--- config.mk ---
export PLATFORM = sky130hd
export DESIGN_NAME = block_window_loader
export DESIGN_NICKNAME = d
export VERILOG_FILES = /design/src/rtl/block_window_loader.sv
export SDC_FILE = /design/constraint.sdc
export NUM_CORES = 2
export LEC_CHECK = 0
export ABC_AREA = 1
export CORE_ASPECT_RATIO = 2
export CORE_UTILIZATION = 31
export CTS_CLUSTER_SIZE = 20
export DETAILED_ROUTE_END_ITERATION = 7
export PLACE_DENSITY_LB_ADDON = 0.2
export SKIP_CTS_REPAIR_TIMING = 1
export SYNTH_ARGS = -nofsm -noshare
export SYNTH_HDL_FRONTEND = slang
export SYNTH_SLANG_ARGS = --single-unit
export TNS_END_PERCENT = 20
--- constraint.sdc ---
create_clock -name clk_in -period 3.4 [get_ports clk_in]
set_input_delay 0.68 -clock clk_in [delete_from_list [all_inputs] [get_ports clk_in]]
set_output_delay 0.68 -clock clk_in [all_outputs]
set_load 0.01 [all_outputs]
--- src/rtl/block_window_loader.sv ---
// Scans a time-sorted block memory each frame into a shadow bank of up to NUM_SLOTS upcoming blocks.
// The shadow bank is committed to the active outputs in one cycle; sliced block IDs are hidden.
module block_window_loader #(
    parameter int unsigned NUM_SLOTS = 12,
    parameter int unsigned MEM_DEPTH = 256,
    parameter int unsigned ADDR_W    = 8,
    parameter logic [17:0] LOOKAHEAD = 18'd2048,
    parameter logic [17:0] BEHIND    = 18'd256,
    parameter int unsigned Z_SHIFT   = 2
) (
    input  logic                           clk_in,
    input  logic                           rst_in,
    input  logic                           frame_start_in,
    input  logic [17:0]                    curr_time_in,
    output logic [ADDR_W-1:0]              mem_addr_out,
    input  logic [45:0]                    mem_data_in,
    input  logic                           slice_valid_in,
    input  logic [7:0]                     slice_id_in,
    output logic [NUM_SLOTS-1:0][11:0]     block_x_out,
    output logic [NUM_SLOTS-1:0][11:0]     block_y_out,
    output logic [NUM_SLOTS-1:0][13:0]     block_z_out,
    output logic [NUM_SLOTS-1:0]           block_color_out,
    output logic [NUM_SLOTS-1:0][2:0]      block_direction_out,
    output logic [NUM_SLOTS-1:0][7:0]      block_ID_out,
    output logic [NUM_SLOTS-1:0]           block_visible_out,
    output logic                           busy_out,
    output logic                           ready_out
);

    typedef enum logic [1:0] {StIdle, StFetch, StEval, StCommit} state_e;

    state_e                       state_q;
    logic [17:0]                  frame_t_q;
    logic [ADDR_W-1:0]            ptr_q;
    logic [ADDR_W-1:0]            scan_base_q;
    logic [3:0]                   count_q;
    logic [MEM_DEPTH-1:0]         bitmap_q;
    logic [NUM_SLOTS-1:0][11:0]   sh_x;
    logic [NUM_SLOTS-1:0][11:0]   sh_y;
    logic [NUM_SLOTS-1:0][13:0]   sh_z;
    logic [NUM_SLOTS-1:0]         sh_color;
    logic [NUM_SLOTS-1:0][2:0]    sh_dir;
    logic [NUM_SLOTS-1:0][7:0]    sh_id;
    logic [NUM_SLOTS-1:0]         sh_vis;

    logic [17:0] t;
    logic [18:0] t19;
    logic [18:0] f19;
    logic        is_end;
    logic        is_stale;
    logic        is_far;
    logic        ptr_last;
    logic        slice_hit_ptr;
    logic [17:0] delta;
    logic [17:0] dshift;
    logic [13:0] z_val;

    assign mem_addr_out = ptr_q;

    always_comb begin
        t             = mem_data_in[45:28];
        t19           = {1'b0, t};
        f19           = {1'b0, frame_t_q};
        is_end        = (t == 18'h3FFFF);
        is_stale      = (t19 + {1'b0, BEHIND}) < f19;
        is_far        = t19 > (f19 + {1'b0, LOOKAHEAD});
        ptr_last      = (ptr_q == ADDR_W'(MEM_DEPTH - 1));
        slice_hit_ptr = slice_valid_in && (ADDR_W'(slice_id_in) == ptr_q);
        delta         = (t >= frame_t_q) ? (t - frame_t_q) : 18'd0;
        dshift        = delta >> Z_SHIFT;
        z_val         = (dshift > 18'h3FFF) ? 14'h3FFF : dshift[13:0];
    end

    always_ff @(posedge clk_in or negedge rst_in) begin
        if (!rst_in) begin
            state_q             <= StIdle;
            frame_t_q           <= '0;
            ptr_q               <= '0;
            scan_base_q         <= '0;
            count_q             <= '0;
            bitmap_q            <= '0;
            sh_x                <= '0;
            sh_y                <= '0;
            sh_z                <= '0;
            sh_color            <= '0;
            sh_dir              <= '0;
            sh_id               <= '0;
            sh_vis              <= '0;
            block_x_out         <= '0;
            block_y_out         <= '0;
            block_z_out         <= '0;
            block_color_out     <= '0;
            block_direction_out <= '0;
            block_ID_out        <= '0;
            block_visible_out   <= '0;
            busy_out            <= 1'b0;
            ready_out           <= 1'b0;
        end else begin
            ready_out <= 1'b0;
            if (slice_valid_in) begin
                bitmap_q[slice_id_in] <= 1'b1;
                for (int i = 0; i < NUM_SLOTS; i++) begin
                    if (block_ID_out[i] == slice_id_in) block_visible_out[i] <= 1'b0;
                    if (sh_id[i] == slice_id_in) sh_vis[i] <= 1'b0;
                end
            end
            if (frame_start_in) begin
                // Restart even mid-load; scan_base progress is intentionally kept.
                frame_t_q <= curr_time_in;
                count_q   <= '0;
                ptr_q     <= scan_base_q;
                sh_vis    <= '0;
                busy_out  <= 1'b1;
                state_q   <= StFetch;
            end else begin
                unique case (state_q)
                    StIdle: ;
                    StFetch: state_q <= StEval;
                    StEval: begin
                        if (is_end) begin
                            state_q <= StCommit;
                        end else if (is_stale) begin
                            if (ptr_q == scan_base_q && !ptr_last) begin
                                scan_base_q <= scan_base_q + ADDR_W'(1);
                            end
                            if (ptr_last) begin
                                state_q <= StCommit;
                            end else begin
                                ptr_q   <= ptr_q + ADDR_W'(1);
                                state_q <= StFetch;
                            end
                        end else if (is_far) begin
                            state_q <= StCommit;
                        end else begin
                            sh_x[count_q]     <= mem_data_in[27:16];
                            sh_y[count_q]     <= mem_data_in[15:4];
                            sh_color[count_q] <= mem_data_in[3];
                            sh_dir[count_q]   <= mem_data_in[2:0];
                            sh_id[count_q]    <= 8'(ptr_q);
                            sh_z[count_q]     <= z_val;
                            // A slice landing on this very entry must not slip through.
                            sh_vis[count_q]   <= !(bitmap_q[ptr_q] || slice_hit_ptr);
                            count_q           <= count_q + 4'd1;
                            if (count_q == 4'(NUM_SLOTS - 1) || ptr_last) begin
                                state_q <= StCommit;
                            end else begin
                                ptr_q   <= ptr_q + ADDR_W'(1);
                                state_q <= StFetch;
                            end
                        end
                    end
                    StCommit: begin
                        for (int i = 0; i < NUM_SLOTS; i++) begin
                            if (4'(i) < count_q) begin
                                block_x_out[i]         <= sh_x[i];
                                block_y_out[i]         <= sh_y[i];
                                block_z_out[i]         <= sh_z[i];
                                block_color_out[i]     <= sh_color[i];
                                block_direction_out[i] <= sh_dir[i];
                                block_ID_out[i]        <= sh_id[i];
                                block_visible_out[i]   <= sh_vis[i] &&
                                    !(slice_valid_in && sh_id[i] == slice_id_in);
                            end else begin
                                block_x_out[i]         <= '0;
                                block_y_out[i]         <= '0;
                                block_z_out[i]         <= '0;
                                block_color_out[i]     <= 1'b0;
                                block_direction_out[i] <= '0;
                                block_ID_out[i]        <= '0;
                                block_visible_out[i]   <= 1'b0;
                            end
                        end
                        ready_out <= 1'b1;
                        busy_out  <= 1'b0;
                        state_q   <= StIdle;
                    end
                endcase
            end
        end
    end

endmodule

==> flow_summary.json <==
{
  "run_status": "finished, final reports clean",
  "final_common_cell": "nand2_1",
  "layout_min_cycle_time_ns": 3.27,
  "antenna_found_initial": 10,
  "start_util": 0.312,
  "r2r_slack_ns": 0.13,
  "crit_path_top_delay_cell": "dfrtp_1",
  "cts_buffers": 157,
  "grt_max_degree": 191,
  "dr_total_vias": 52704,
  "setup_violations": 0,
  "wl_per_cell_um": 24.9,
  "power_density_nw_per_um2": 706,
  "timing.final.hold_violations": 0,
  "finalWirelength_um": 264000,
  "fill_cells": 20362,
  "grt_pass1_vias": 53126,
  "synth_area_um2": 63500,
  "grt_pass1_wl_um": 374000,
  "clock_skew_ns": 0.0770,
  "core_um2": 203000,
  "overflow": 0,
  "clkTransAtPathRegs_ns": 0.06,
  "yosys_warnings": 0,
  "arrival_ns": 3.99,
  "gp_congestion": 0.882,
  "synth_fp_nets": 7076,
  "drv_cap": 0,
  "ant_nets": 0,
  "peakVddDrop_mv": 0.554,
  "cts_tree": "yes",
  "ys_types": 52,
  "rsz0062_at_grt": "yes",
  "drt_iter0_markers": 4457,
  "clock_path_buffers": 4,
  "crit_chain": "ha_2, nand2_1, nor2_4, nand3_1, xor2_1, ha_1, inv_1, nor2_1, o21ai_0, inv_1, nor2_2, nand2_1, nand2_4, buf_12, buf_8, buf_6, nand4_4, nor2_4, buf_12, clkbuf_16, o21ai_0",
  "die-area_um2": 207000,
  "synthFlopType": "dfrtp_1",
  "grt_usage": 0.248,
  "drc": 0,
  "syn_inst": 6955,
  "syn_avg_cell_area_um2": 9.13,
  "hpwl_um": 179000,
  "clockRootBuffer": "clkbuf_16",
  "cp.required_ns": 4.12,
  "portBuffers": 697,
  "dieWidth_um": 322,
  "max_stage_delay_ns": 0.38,
  "path_max_fanout": 23,
  "htree_levels": 4,
  "utilization": 0.404,
  "final_cell_mix": "1,745 x nand2_1, 1,520 x dfrtp_1, 1,189 x o21ai_0",
  "clock-sinks": 1522,
  "ys_top_cells_by_area": "dfrtp_1 60%, nand2_1 10%, o21ai_0 9.5%",
  "p_leak_uw": 0.0387,
  "cp-start-kind": "flip-flop",
  "die_y_um": 642,
  "fin_nets": 7907,
  "io-pin-count": 698,
  "synth-edff-count": 0,
  "final_layout_size_suffix_gt1_frac": 0.0980,
  "viasPerCell": 4.97,
  "fmaxAchievable_mhz": 306,
  "yosysSeqAreaShare": 0.600,
  "hp-class": "in2reg",
  "synth-seq-cells": 1522,
  "synth_top_area_cell": "dfrtp_1",
  "firstDrtPassIters": 6,
  "worstSetupPathType": "reg2reg",
  "worst_setup_path_end_kind": "flip-flop",
  "row_count": 234,
  "timing.final.max_slew_violations": 0,
  "async_reset_ff_frac": 1.00,
  "timing.final.crit_share": 0.961,
  "clk-insertion-delay-late_ns": 0.85,
  "netlist.area_leader.share": 0.600,
  "tightest_slew_ns": 1.16,
  "syn_to_final_growth_pct": 29.3,
  "finalPower_uw": 57900,
  "max-slew-margin-rel": 0.229
}
[flip-flops by register name, indices dropped and copies added, names as in the netlist]
| signal | count |
|---|---|
| block_visible_out | 12 |
| scan_base_q | 8 |
| ready_out | 1 |
| block_x_out | 144 |
| sh_dir | 36 |
| busy_out | 1 |
| block_y_out | 144 |
| block_direction_out | 36 |
| sh_color | 12 |
| block_ID_out | 96 |
| block_color_out | 12 |
| block_z_out | 168 |
| sh_y | 144 |
| sh_z | 168 |
| state_q | 2 |
| count_q | 4 |
| sh_id | 96 |
| bitmap_q | 256 |
| mem_addr_out | 8 |
| sh_vis | 12 |
| frame_t_q | 18 |
| sh_x | 144 |
[worst paths after layout]
path                                        end      startpoint  depth (start not counted)
setup reg to reg                       sh_z[90]   frame_t_q[11]                         21
hold / removal                     frame_t_q[1]  frame_start_in                          3
hold reg to reg                   bitmap_q[242]   bitmap_q[242]                          2
setup / recovery                       sh_z[90]   frame_t_q[11]                         21
max in group asynchronous  block_visible_out[5]          rst_in                          3
min in group asynchronous      block_y_out[102]          rst_in                          2
[Yosys cell counts, types with 5 or more instances]
| cell | count |
|---|---|
| a2111oi_0 | 12 |
| a211oi_1 | 15 |
| a21oi_1 | 104 |
| a221oi_1 | 16 |
| a22o_1 | 14 |
| a31oi_1 | 6 |
| a32o_1 | 15 |
| buf_1 | 15 |
| buf_2 | 108 |
| buf_4 | 22 |
| buf_6 | 16 |
| clkbuf_1 | 289 |
| dfrtp_1 | 1522 |
| ha_1 | 45 |
| inv_1 | 868 |
| inv_2 | 12 |
| nand2_1 | 1757 |
| nand3_1 | 223 |
| nand3_2 | 15 |
| nand4_1 | 40 |
| nand4_4 | 7 |
| nor2_1 | 108 |
| nor2_2 | 5 |
| nor2_4 | 6 |
| nor3_1 | 11 |
| nor4_1 | 9 |
| o2111ai_1 | 15 |
| o211ai_1 | 28 |
| o21ai_0 | 1199 |
| o21ai_1 | 139 |
| o21bai_1 | 93 |
| o22ai_1 | 83 |
| o31ai_1 | 17 |
| xnor2_1 | 36 |
| xor2_1 | 52 |
[critical path, delay by kind of cell, from the launching register on]
kind / cells / cell delay [ns]
AOI/OAI and AO/OA: 2 / 0.24
xor gates and xnor gates: 1 / 0.16
adders and majority gates: 2 / 0.49
buffers and inverters: 7 / 0.96
DFF: 1 / 0.38
and+or+nand+nor: 9 / 0.90
[cell families after synthesis]
kind of cell | Yosys count | share of synthesized area
fa+ha+maj | 45 | 0.00887
xor+xnor | 88 | 0.0121
compound gates | 1769 | 0.153
buf+inv | 1334 | 0.0844
flops | 1522 | 0.600
simple gates | 2197 | 0.142
[power by group]
| group | internal, uW | switching, uW | total [uW] |
|---|---|---|---|
| logic | 6660 | 9390 | 16100 |
| clock network | 10600 | 7670 | 18300 |
| registers | 21300 | 2300 | 23600 |
| total | 38600 | 19400 | 57900 |
[stage by stage]
| step | hold WS [ns] | setup TNS, ns | cells | area, um2 | setup slack, ns |
|---|---|---|---|---|---|
| floorplan | 0.384 | 0 | 6955 | 63500 | 0.185 |
| global placement | 0.436 | -505.76 | 10296 | 76000 | -0.999 |
| detailed placement | 0.438 | -516.83 | 10296 | 76000 | -0.990 |
| CTS | -0.256 | -8.65 | 10566 | 81200 | -0.118 |
| global route | 0.283 | -0.0273 | 10614 | 82100 | -0.00984 |
| finish | 0.277 | 0 | 10615 | 82100 | 0.132 |
[layer usage]
| layer | wire length, um | track usage |
|---|---|---|
| met1 | 97800 | 0.282 |
| met2 | 132000 | 0.427 |
| met3 | 19700 | 0.0618 |
| met4 | 14500 | 0.122 |
| met5 | 0 | 0 |
[layout make-up]
cell class / count / area, um2 / area share
antenna: 4 / 10.0 / 0.000122
clock buffer: 224 / 4540 / 0.0554
clock inverter: 46 / 703 / 0.00857
inverter: 883 / 3330 / 0.0406
multi-input combinational: 4099 / 20300 / 0.247
sequential: 1522 / 38100 / 0.464
tap: 2714 / 3400 / 0.0414
timing repair buffer: 1123 / 11700 / 0.143
Power figures use the tool's default switching activity.
